**config.mk**
```make
export PLATFORM = sky130hd
export DESIGN_NAME = axi_lite_buffer_flat
export DESIGN_NICKNAME = d
export VERILOG_FILES = /design/src/rtl/axi_lite_pkg.sv /design/src/rtl/axi_lite_buffer_if.sv /design/src/rtl/axi_lite_buffer_sync_fifo.sv /design/src/rtl/axi_lite_buffer.sv /design/src/flat_wrapper.sv
export SDC_FILE = /design/constraint.sdc
export NUM_CORES = 1
export LEC_CHECK = 0
export CAP_MARGIN = 5
export CORE_UTILIZATION = 59
export CTS_BUF_LIST = sky130_fd_sc_hd__clkbuf_16
export DETAILED_ROUTE_END_ITERATION = 8
export PLACE_DENSITY = 0.84
export SLEW_MARGIN = 20
export SYNTH_ARGS = -nofsm -noshare
export SYNTH_HDL_FRONTEND = slang
export SYNTH_SLANG_ARGS = --single-unit
```
**constraint.sdc**
```tcl
create_clock -name clk_i -period 5 [get_ports clk_i]
set_clock_uncertainty 0.05 [all_clocks]
set_input_delay 1.25 -clock clk_i [delete_from_list [all_inputs] [get_ports clk_i]]
set_output_delay 1.25 -clock clk_i [all_outputs]
set_load 0.02 [all_outputs]
```
**src/rtl/axi_lite_pkg.sv**
```systemverilog
`default_nettype none
// ============================================================================
//  Module      : axi_lite_pkg
//  Description : Shared constants and helpers for the AXI-Lite pipeline buffer.
//                Holds the AXI-Lite response codes and a constant clog2 used
//                to size FIFO pointers and outstanding-transaction counters.
//  Revision    : 1.0  initial release
// ============================================================================
package axi_lite_pkg;

    localparam logic [1:0] RESP_OKAY   = 2'b00;
    localparam logic [1:0] RESP_SLVERR = 2'b10;
    localparam logic [1:0] RESP_DECERR = 2'b11;

    // Smallest r with 2**r >= value; returns 0 for value <= 1.
    function automatic int clog2(input int value);
        int r;
        r = 0;
        while ((1 << r) < value) begin
            r = r + 1;
        end
        return r;
    endfunction

endpackage
`default_nettype wire

```
**src/rtl/axi_lite_buffer_if.sv**
```systemverilog
`default_nettype none
// ============================================================================
//  Module      : axi_lite_buffer_if
//  Description : AXI-Lite bus bundle (AR, R, AW, W, B channels).
//                modport master : view of the side that issues requests
//                modport slave  : view of the side that answers them
//  Ports       : none (signal bundle only)
//  Revision    : 1.0  initial release
// ============================================================================
interface axi_lite_buffer_if #(
    parameter int ADDR_WIDTH = 32,
    parameter int DATA_WIDTH = 32
);
    logic                  arvalid;
    logic                  arready;
    logic [ADDR_WIDTH-1:0] araddr;
    logic                  rvalid;
    logic                  rready;
    logic [DATA_WIDTH-1:0] rdata;
    logic [1:0]            rresp;
    logic                  awvalid;
    logic                  awready;
    logic [ADDR_WIDTH-1:0] awaddr;
    logic                  wvalid;
    logic                  wready;
    logic [DATA_WIDTH-1:0] wdata;
    logic                  bvalid;
    logic                  bready;
    logic [1:0]            bresp;

    modport master (
        output arvalid, araddr, input  arready,
        input  rvalid, rdata, rresp, output rready,
        output awvalid, awaddr, input  awready,
        output wvalid, wdata, input  wready,
        input  bvalid, bresp, output bready
    );

    modport slave (
        input  arvalid, araddr, output arready,
        output rvalid, rdata, rresp, input  rready,
        input  awvalid, awaddr, output awready,
        input  wvalid, wdata, output wready,
        output bvalid, bresp, input  bready
    );
endinterface
`default_nettype wire

```
**src/rtl/axi_lite_buffer_sync_fifo.sv**
```systemverilog
`default_nettype none
// ============================================================================
//  Module      : sync_fifo
//  Description : Single-clock first-word-fall-through FIFO with valid/ready
//                on both sides. Ready and valid derive only from the
//                registered occupancy count, never from the opposite side.
//  Ports       : clk_i, rst_i (async, active-low)
//                i_push_valid / o_push_ready / i_push_data : write side
//                o_pop_valid  / i_pop_ready  / o_pop_data  : read side
//  Revision    : 1.0  initial release
// ============================================================================
module sync_fifo
    import axi_lite_pkg::*;
#(
    parameter int DEPTH      = 4,
    parameter int DATA_WIDTH = 32
) (
    input  wire logic                  clk_i,
    input  wire logic                  rst_i,
    input  wire logic                  i_push_valid,
    output logic                       o_push_ready,
    input  wire logic [DATA_WIDTH-1:0] i_push_data,
    output logic                       o_pop_valid,
    input  wire logic                  i_pop_ready,
    output logic [DATA_WIDTH-1:0]      o_pop_data
);
    localparam int                c_PTR_W = clog2(DEPTH);
    localparam logic [c_PTR_W:0]  c_DEPTH = (c_PTR_W + 1)'(DEPTH);

    logic [c_PTR_W-1:0]    r_wr_ptr;
    logic [c_PTR_W-1:0]    r_rd_ptr;
    logic [c_PTR_W:0]      r_count;
    logic [DATA_WIDTH-1:0] r_mem [DEPTH];

    logic w_full;
    logic w_empty;
    logic w_push;
    logic w_pop;

    assign w_full  = (r_count == c_DEPTH);
    assign w_empty = (r_count == '0);

    // Ready is forced low while reset is held so the bus sees an idle port.
    assign o_push_ready = rst_i & ~w_full;
    assign o_pop_valid  = ~w_empty;
    // Storage is not reset; masking keeps the data output at zero when idle.
    assign o_pop_data   = w_empty ? '0 : r_mem[r_rd_ptr];

    assign w_push = i_push_valid & o_push_ready;
    assign w_pop  = i_pop_ready & o_pop_valid;

    always_ff @(posedge clk_i or negedge rst_i) begin
        if (!rst_i) begin
            r_wr_ptr <= '0;
            r_rd_ptr <= '0;
            r_count  <= '0;
        end else begin
            // Power-of-two depth: pointers wrap by natural overflow.
            if (w_push) r_wr_ptr <= r_wr_ptr + 1'b1;
            if (w_pop)  r_rd_ptr <= r_rd_ptr + 1'b1;
            if (w_push && !w_pop)      r_count <= r_count + 1'b1;
            else if (!w_push && w_pop) r_count <= r_count - 1'b1;
        end
    end

    always_ff @(posedge clk_i) begin
        if (w_push) r_mem[r_wr_ptr] <= i_push_data;
    end
endmodule
`default_nettype wire

```
**src/rtl/axi_lite_buffer.sv**
```systemverilog
`default_nettype none
// ============================================================================
//  Module      : axi_lite_buffer
//  Description : AXI-Lite pipeline buffer. Each of the five channels passes
//                through its own FIFO; read and write requests accepted from
//                the master are limited to MAX_OUTSTANDING unanswered each.
//  Ports       : clk_i  - clock, rising edge
//                rst_i  - asynchronous active-low reset
//                m_if   - toward the bus master (slave modport)
//                s_if   - toward the slave / interconnect (master modport)
//  Revision    : 1.0  initial release
// ============================================================================
module axi_lite_buffer
    import axi_lite_pkg::*;
#(
    parameter int ADDR_WIDTH      = 32,
    parameter int DATA_WIDTH      = 32,
    parameter int DEPTH           = 4,
    parameter int MAX_OUTSTANDING = 4
) (
    input  wire logic          clk_i,
    input  wire logic          rst_i,
    axi_lite_buffer_if.slave   m_if,
    axi_lite_buffer_if.master  s_if
);
    localparam int                  c_CNT_W = clog2(MAX_OUTSTANDING + 1);
    localparam logic [c_CNT_W-1:0]  c_MAX   = c_CNT_W'(MAX_OUTSTANDING);
    localparam logic [c_CNT_W-1:0]  c_ONE   = c_CNT_W'(1);

    logic [c_CNT_W-1:0]    r_rd_cnt;
    logic [c_CNT_W-1:0]    r_wr_cnt;
    logic                  w_rd_room;
    logic                  w_wr_room;
    logic                  w_ar_fifo_ready;
    logic                  w_aw_fifo_ready;
    logic                  w_ar_hs;
    logic                  w_r_hs;
    logic                  w_aw_hs;
    logic                  w_b_hs;
    logic [DATA_WIDTH+1:0] w_r_entry;

    assign w_rd_room = (r_rd_cnt < c_MAX);
    assign w_wr_room = (r_wr_cnt < c_MAX);

    assign m_if.arready = w_ar_fifo_ready & w_rd_room;
    assign m_if.awready = w_aw_fifo_ready & w_wr_room;

    assign w_ar_hs = m_if.arvalid & m_if.arready;
    assign w_r_hs  = m_if.rvalid  & m_if.rready;
    assign w_aw_hs = m_if.awvalid & m_if.awready;
    assign w_b_hs  = m_if.bvalid  & m_if.bready;

    // A response with a zero count would be a slave protocol error; hold at 0.
    always_ff @(posedge clk_i or negedge rst_i) begin
        if (!rst_i) begin
            r_rd_cnt <= '0;
            r_wr_cnt <= '0;
        end else begin
            if (w_ar_hs && !w_r_hs)                      r_rd_cnt <= r_rd_cnt + c_ONE;
            else if (!w_ar_hs && w_r_hs && r_rd_cnt != '0) r_rd_cnt <= r_rd_cnt - c_ONE;
            if (w_aw_hs && !w_b_hs)                      r_wr_cnt <= r_wr_cnt + c_ONE;
            else if (!w_aw_hs && w_b_hs && r_wr_cnt != '0) r_wr_cnt <= r_wr_cnt - c_ONE;
        end
    end

    // The push valid is qualified by the outstanding limit so the FIFO only
    // stores requests that the master actually sees accepted.
    sync_fifo #(.DEPTH(DEPTH), .DATA_WIDTH(ADDR_WIDTH)) u_ar_fifo (
        .clk_i(clk_i), .rst_i(rst_i),
        .i_push_valid(m_if.arvalid & w_rd_room), .o_push_ready(w_ar_fifo_ready),
        .i_push_data(m_if.araddr),
        .o_pop_valid(s_if.arvalid), .i_pop_ready(s_if.arready), .o_pop_data(s_if.araddr)
    );

    sync_fifo #(.DEPTH(DEPTH), .DATA_WIDTH(DATA_WIDTH + 2)) u_r_fifo (
        .clk_i(clk_i), .rst_i(rst_i),
        .i_push_valid(s_if.rvalid), .o_push_ready(s_if.rready),
        .i_push_data({s_if.rresp, s_if.rdata}),
        .o_pop_valid(m_if.rvalid), .i_pop_ready(m_if.rready), .o_pop_data(w_r_entry)
    );

    assign m_if.rresp = w_r_entry[DATA_WIDTH +: 2];
    assign m_if.rdata = w_r_entry[DATA_WIDTH-1:0];

    sync_fifo #(.DEPTH(DEPTH), .DATA_WIDTH(ADDR_WIDTH)) u_aw_fifo (
        .clk_i(clk_i), .rst_i(rst_i),
        .i_push_valid(m_if.awvalid & w_wr_room), .o_push_ready(w_aw_fifo_ready),
        .i_push_data(m_if.awaddr),
        .o_pop_valid(s_if.awvalid), .i_pop_ready(s_if.awready), .o_pop_data(s_if.awaddr)
    );

    // Write data is not throttled by the outstanding-write count.
    sync_fifo #(.DEPTH(DEPTH), .DATA_WIDTH(DATA_WIDTH)) u_w_fifo (
        .clk_i(clk_i), .rst_i(rst_i),
        .i_push_valid(m_if.wvalid), .o_push_ready(m_if.wready),
        .i_push_data(m_if.wdata),
        .o_pop_valid(s_if.wvalid), .i_pop_ready(s_if.wready), .o_pop_data(s_if.wdata)
    );

    sync_fifo #(.DEPTH(DEPTH), .DATA_WIDTH(2)) u_b_fifo (
        .clk_i(clk_i), .rst_i(rst_i),
        .i_push_valid(s_if.bvalid), .o_push_ready(s_if.bready),
        .i_push_data(s_if.bresp),
        .o_pop_valid(m_if.bvalid), .i_pop_ready(m_if.bready), .o_pop_data(m_if.bresp)
    );
endmodule
`default_nettype wire

```
**src/flat_wrapper.sv**
```systemverilog
// flat-port wrapper written by rule: the top's interface ports become plain ports
module axi_lite_buffer_flat import axi_lite_pkg::*;
#(
    parameter int ADDR_WIDTH      = 32,
    parameter int DATA_WIDTH      = 32,
    parameter int DEPTH           = 4,
    parameter int MAX_OUTSTANDING = 4
)
  (clk_i, rst_i, m_if_arvalid, m_if_araddr, m_if_arready, m_if_rvalid, m_if_rdata, m_if_rresp, m_if_rready, m_if_awvalid, m_if_awaddr, m_if_awready, m_if_wvalid, m_if_wdata, m_if_wready, m_if_bvalid, m_if_bresp, m_if_bready, s_if_arvalid, s_if_araddr, s_if_arready, s_if_rvalid, s_if_rdata, s_if_rresp, s_if_rready, s_if_awvalid, s_if_awaddr, s_if_awready, s_if_wvalid, s_if_wdata, s_if_wready, s_if_bvalid, s_if_bresp, s_if_bready);
  axi_lite_buffer_if #(.ADDR_WIDTH(ADDR_WIDTH), .DATA_WIDTH(DATA_WIDTH)) m_if_i ();
  axi_lite_buffer_if #(.ADDR_WIDTH(ADDR_WIDTH), .DATA_WIDTH(DATA_WIDTH)) s_if_i ();
  input  wire logic clk_i;
  input  wire logic rst_i;
  input wire logic [$bits(m_if_i.arvalid)-1:0] m_if_arvalid;
  input wire logic [$bits(m_if_i.araddr)-1:0] m_if_araddr;
  output wire logic [$bits(m_if_i.arready)-1:0] m_if_arready;
  output wire logic [$bits(m_if_i.rvalid)-1:0] m_if_rvalid;
  output wire logic [$bits(m_if_i.rdata)-1:0] m_if_rdata;
  output wire logic [$bits(m_if_i.rresp)-1:0] m_if_rresp;
  input wire logic [$bits(m_if_i.rready)-1:0] m_if_rready;
  input wire logic [$bits(m_if_i.awvalid)-1:0] m_if_awvalid;
  input wire logic [$bits(m_if_i.awaddr)-1:0] m_if_awaddr;
  output wire logic [$bits(m_if_i.awready)-1:0] m_if_awready;
  input wire logic [$bits(m_if_i.wvalid)-1:0] m_if_wvalid;
  input wire logic [$bits(m_if_i.wdata)-1:0] m_if_wdata;
  output wire logic [$bits(m_if_i.wready)-1:0] m_if_wready;
  output wire logic [$bits(m_if_i.bvalid)-1:0] m_if_bvalid;
  output wire logic [$bits(m_if_i.bresp)-1:0] m_if_bresp;
  input wire logic [$bits(m_if_i.bready)-1:0] m_if_bready;
  output wire logic [$bits(s_if_i.arvalid)-1:0] s_if_arvalid;
  output wire logic [$bits(s_if_i.araddr)-1:0] s_if_araddr;
  input wire logic [$bits(s_if_i.arready)-1:0] s_if_arready;
  input wire logic [$bits(s_if_i.rvalid)-1:0] s_if_rvalid;
  input wire logic [$bits(s_if_i.rdata)-1:0] s_if_rdata;
  input wire logic [$bits(s_if_i.rresp)-1:0] s_if_rresp;
  output wire logic [$bits(s_if_i.rready)-1:0] s_if_rready;
  output wire logic [$bits(s_if_i.awvalid)-1:0] s_if_awvalid;
  output wire logic [$bits(s_if_i.awaddr)-1:0] s_if_awaddr;
  input wire logic [$bits(s_if_i.awready)-1:0] s_if_awready;
  output wire logic [$bits(s_if_i.wvalid)-1:0] s_if_wvalid;
  output wire logic [$bits(s_if_i.wdata)-1:0] s_if_wdata;
  input wire logic [$bits(s_if_i.wready)-1:0] s_if_wready;
  input wire logic [$bits(s_if_i.bvalid)-1:0] s_if_bvalid;
  input wire logic [$bits(s_if_i.bresp)-1:0] s_if_bresp;
  output wire logic [$bits(s_if_i.bready)-1:0] s_if_bready;
  assign m_if_i.arvalid = m_if_arvalid;
  assign m_if_i.araddr = m_if_araddr;
  assign m_if_arready = m_if_i.arready;
  assign m_if_rvalid = m_if_i.rvalid;
  assign m_if_rdata = m_if_i.rdata;
  assign m_if_rresp = m_if_i.rresp;
  assign m_if_i.rready = m_if_rready;
  assign m_if_i.awvalid = m_if_awvalid;
  assign m_if_i.awaddr = m_if_awaddr;
  assign m_if_awready = m_if_i.awready;
  assign m_if_i.wvalid = m_if_wvalid;
  assign m_if_i.wdata = m_if_wdata;
  assign m_if_wready = m_if_i.wready;
  assign m_if_bvalid = m_if_i.bvalid;
  assign m_if_bresp = m_if_i.bresp;
  assign m_if_i.bready = m_if_bready;
  assign s_if_arvalid = s_if_i.arvalid;
  assign s_if_araddr = s_if_i.araddr;
  assign s_if_i.arready = s_if_arready;
  assign s_if_i.rvalid = s_if_rvalid;
  assign s_if_i.rdata = s_if_rdata;
  assign s_if_i.rresp = s_if_rresp;
  assign s_if_rready = s_if_i.rready;
  assign s_if_awvalid = s_if_i.awvalid;
  assign s_if_awaddr = s_if_i.awaddr;
  assign s_if_i.awready = s_if_awready;
  assign s_if_wvalid = s_if_i.wvalid;
  assign s_if_wdata = s_if_i.wdata;
  assign s_if_i.wready = s_if_wready;
  assign s_if_i.bvalid = s_if_bvalid;
  assign s_if_i.bresp = s_if_bresp;
  assign s_if_bready = s_if_i.bready;
  axi_lite_buffer #(.ADDR_WIDTH(ADDR_WIDTH), .DATA_WIDTH(DATA_WIDTH), .DEPTH(DEPTH), .MAX_OUTSTANDING(MAX_OUTSTANDING)) u_core (.clk_i(clk_i), .rst_i(rst_i), .m_if(m_if_i), .s_if(s_if_i));
endmodule
```
==> Implementation_results.wiki <==
{| class="wikitable"
! Metric !! Value
|-
| Cell area after synthesis || 0.02233 mm2
|-
| Data arrival time of the critical path || 2950 ps
|-
| Overall power of the completed layout || 16.35 mW
|-
| Wire length of the first global-routing pass || 66430 um
|-
| Clock latency reported for the late side of the worst-skew pair || ~580 ps
|-
| Area fraction of the dominant cell type after synthesis || 0.7102
|-
| Required time of the critical path || 3700 ps
|-
| Count of synthesis-stage warnings from yosys || 0
|-
| Ratio of cells with drive above 1 in the final layout || 0.1782
|-
| Die ar. || a little under 0.04 mm2
|-
| Yosys reg bits || between 500 and 600
|-
| P&R area growth vs syn || 23.70%
|-
| Layout net count || 1564
|-
| Post-CTS Setup Bufs || 0
|-
| DR vias/cell || 5.693
|-
| Pin count of the biggest net entering global routing || 36
|-
| Cells after DPL || 1835
|-
| Synth area leaders || sky130_fd_sc_hd__edfxtp_1 (71%), sky130_fd_sc_hd__mux4_2 (13%), sky130_fd_sc_hd__dfrtp_1 (4.6%)
|-
| Library cell with the highest instance count after synthesis || sky130_fd_sc_hd__edfxtp_1
|-
| # rows || 70
|-
| Worst-Margin Slew || 1032 ps
|-
| Worst hold path startpoint || u_core.u_w_fifo.r_count[2]
|-
| Number of library cell types mapped by synthesis || 39
|-
| Count of endpoints failing setup in the final report || 0
|-
| Max IR drop VDD || between 0.6 and 0.7 mV
|-
| Leakage power || 9.262 nW
|-
| Vias post-DR || about 11k
|-
| Remaining routing DRC violations || 0
|-
| Minimum clock period after layout || 4247 ps
|-
| Detailed-router iteration count before antenna repair || 5
|-
| Cell accounting for the most synthesized area || sky130_fd_sc_hd__edfxtp_1
|-
| Kind of end point of the critical path || output port
|-
| Final weighted congestion in routability-driven placement || 0.7377
|-
| Result of the run || completed
|-
| Internal power summed over all cells || roughly 11 mW
|-
| Top FF cell, synth || sky130_fd_sc_hd__edfxtp_1
|-
| Initial antenna violation count || 2
|-
| Die width || 196.5 um
|-
| Clock network power share || 0.241
|-
| Pwr dens || 592.1 mW/mm2
|-
| CTS tree || built
|-
| Initial Utilization || 0.6040
|-
| Sequential cell area fraction in the yosys report || 0.7562
|-
| Number of I/O pins || 286
|-
| Worst R2R Path Depth || 9
|-
| Fraction of power consumed by sequential logic || 0.384
|-
| CTS Root Buffer Type || sky130_fd_sc_hd__clkbuf_16
|-
| Number of cells in the finished layout apart from fillers || 1936
|-
| Initial DRC count || 737
|-
| Total Wirelength || between 40000 and 50000 um
|-
| Number of hold-slack violations in the final timing report || 0
|-
| Tcrit/Tclk final || 0.8494
|-
| Number of cells on the worst hold path || 1
|-
| Switching power of the nets || between 5 and 6 mW
|-
| Terminus of the critical flop-to-flop path || u_core.u_r_fifo.r_count[2]
|-
| HPWL reported at the end of detailed placement || 25720 um
|-
| Final slew viol count || 0
|-
| Cts repair resizes || 0
|-
| Net Sw Frac || 0.3114
|-
| Number of buffers added by the clock tree synthesis step || 55
|-
| Worst min path class || flip-flop to flip-flop
|-
| Count of flip-flops with a built-in enable after synthesis || 528
|-
| Count of mapped cells out of synthesis || 1066
|-
| CTS HTree Levels || 2
|-
| Core Box Area || approximately 0.037 mm2
|-
| Vertical extent of the die || 196.5 um
|-
| Critical R2R Launch || u_core.u_r_fifo.r_count[0]
|-
| I/O Buffers || 285
|-
| Max FO, Critical Path || 17
|-
| Number of violations of the max-capacitance limit || 0
|-
| Setup repair after global routing missed its margin || no
|-
| Number of nets in the synthesized netlist || 1242
|-
| Max Clk Rate || 235.5 MHz
|-
| Async S/R FF share, synth || 0.07206
|-
| Overall Global Routing Usage || 0.2296
|-
| Synthesized area divided by synthesized cell count || 20.94 um2
|-
| Reg-to-reg setup timing slack || 2130 ps
|-
| Max-Slew Margin vs Limit || 0.3122
|-
| Wirelength per Cell || 22.30 um
|-
| Clock input transition at the sequential cells of the worst setup and hold paths || 60 ps
|-
| Combinational group share of total power || 0.375
|-
| Startpoint type of the worst setup path || input port
|-
| Total Negative Setup Slacks || 0 ps
|-
| Hold buffer count at CTS || 0
|-
| Via count of the first global-routing pass || 11.71k
|-
| Overall overflow remaining after global route || 0
|-
| Max Root-Sink Buffers || 3
|-
| Hold Crit Endpoint || u_core.u_w_fifo.r_count[2]
|-
| Worst Path Class, Setup || input port to output port
|-
| Antenna-violating nets left || 0
|-
| Most frequent cells after synthesis || sky130_fd_sc_hd__edfxtp_1 (528), sky130_fd_sc_hd__mux4_2 (132), sky130_fd_sc_hd__and2_1 (102)
|-
| Num Clock Sinks || 569
|}
-- area by class of cell --
| class | instances | area (um2) |
|---|---|---|
| Tap cell | 504 | 630.6 |
| Clock buffer | 57 | 1426 |
| Multi-Input combinational cell | 429 | 5171 |
| Antenna cell | 1 | 2.502 |
| Sequential cell | 569 | 16890 |
| Clock inverter | 43 | 307.8 |
| Inverter | 18 | 67.56 |
| Timing Repair Buffer | 315 | 3123 |
| Fill cell | 2078 | 9345 |
-- metal layers --
| layer | vias to the layer above | part of all wire | track usage |
|---|---|---|---|
| li1 | 4870 | - | - |
| met1 | 5667 | 0.39 | 0.2982 |
| met2 | 431 | 0.52 | 0.3905 |
| met3 | 54 | 0.074 | 0.05031 |
| met4 | 0 | 0.016 | 0.07321 |
| met5 | - | 0 | 0 |
-- critical path, cell delays in order --
cell and delay [ps]:
sky130_fd_sc_hd__buf_2 370, sky130_fd_sc_hd__a21boi_0 600, sky130_fd_sc_hd__clkdlybuf4s50_1 730
-- registers in the layout (all words and copies together), names as in the netlist, 3 cells and up --
register                  count
u_core.u_aw_fifo.r_count      3
u_core.u_ar_fifo.r_count      3
u_core.u_w_fifo.r_count       3
u_core.u_ar_fifo.r_mem      128
u_core.u_b_fifo.r_mem         8
u_core.u_aw_fifo.r_mem      128
u_core.r_rd_cnt               3
u_core.u_r_fifo.r_mem       136
u_core.u_b_fifo.r_count       3
u_core.u_w_fifo.r_mem       128
u_core.u_r_fifo.r_count       3
u_core.r_wr_cnt               3
-- placed cells by master (no fill, tap or decap), drive strengths merged, types with 10 or more instances in the layout --
cell type | Yosys | layout
mux4 | 132 | 132
ha | 25 | 25
and2 | 105 | 105
buf | 14 | 31
xor2 | 10 | 10
dfrtp | 41 | 41
clkbuf | 36 | 57
clkinv | 0 | 22
nor2 | 16 | 16
nor2b | 34 | 34
inv | 18 | 30
edfxtp | 528 | 528
xnor2 | 21 | 21
and3 | 16 | 16
clkdlybuf4s50 | 0 | 284
-- power groups by stage --
stage          sequential (mW)  combinational, mW  clock (mW)
2_1_floorplan             6.10               3.88           0
3_3_place_gp              6.33               6.07           0
3_5_place_dp              6.38               6.16           0
4_1_cts                   6.29               6.22        4.02
5_1_grt                   6.36               6.53        4.20
6_report                  6.28               6.13        3.94
-- kinds of logic after synthesis --
| group | synth area share |
|---|---|
| fa+ha+maj | 0.02029 |
| simple gates | 0.05431 |
| flops | 0.7562 |
| xor+xnor | 0.01216 |
| compound gates | 0.006445 |
| buf+inv | 0.01250 |
| mux | 0.1381 |
-- worst max-delay path by stage --
stage	from	endpoint	slack, ps	cells past startpoint
CTS	u_core.u_ar_fifo.r_rd_ptr[0]	s_if_araddr[1]	690	4
detailed placement	rst_i	s_if_rready	790	3
global route	u_core.u_ar_fifo.r_rd_ptr[0]	s_if_araddr[12]	600	4
global placement	rst_i	m_if_awready	790	4
finish	rst_i	s_if_rready	750	3
floorplan	rst_i	u_core.u_r_fifo.r_count[2]	1550	8
-- per-stage QoR --
stage	instance area (um2)	util	setup slack (ps)	hold slack, ps
final	27620	0.7472	753.0	440.0
after global routing	27620	0.7472	602.5	471.1
after CTS	27610	0.7471	694.2	435.0
after detailed placement	25880	0.7001	790.4	418.9
after global placement	25880	0.7001	789.2	416.9
after floorplan	22330	-	1555	397.6
(Power assumes the default switching activity.)
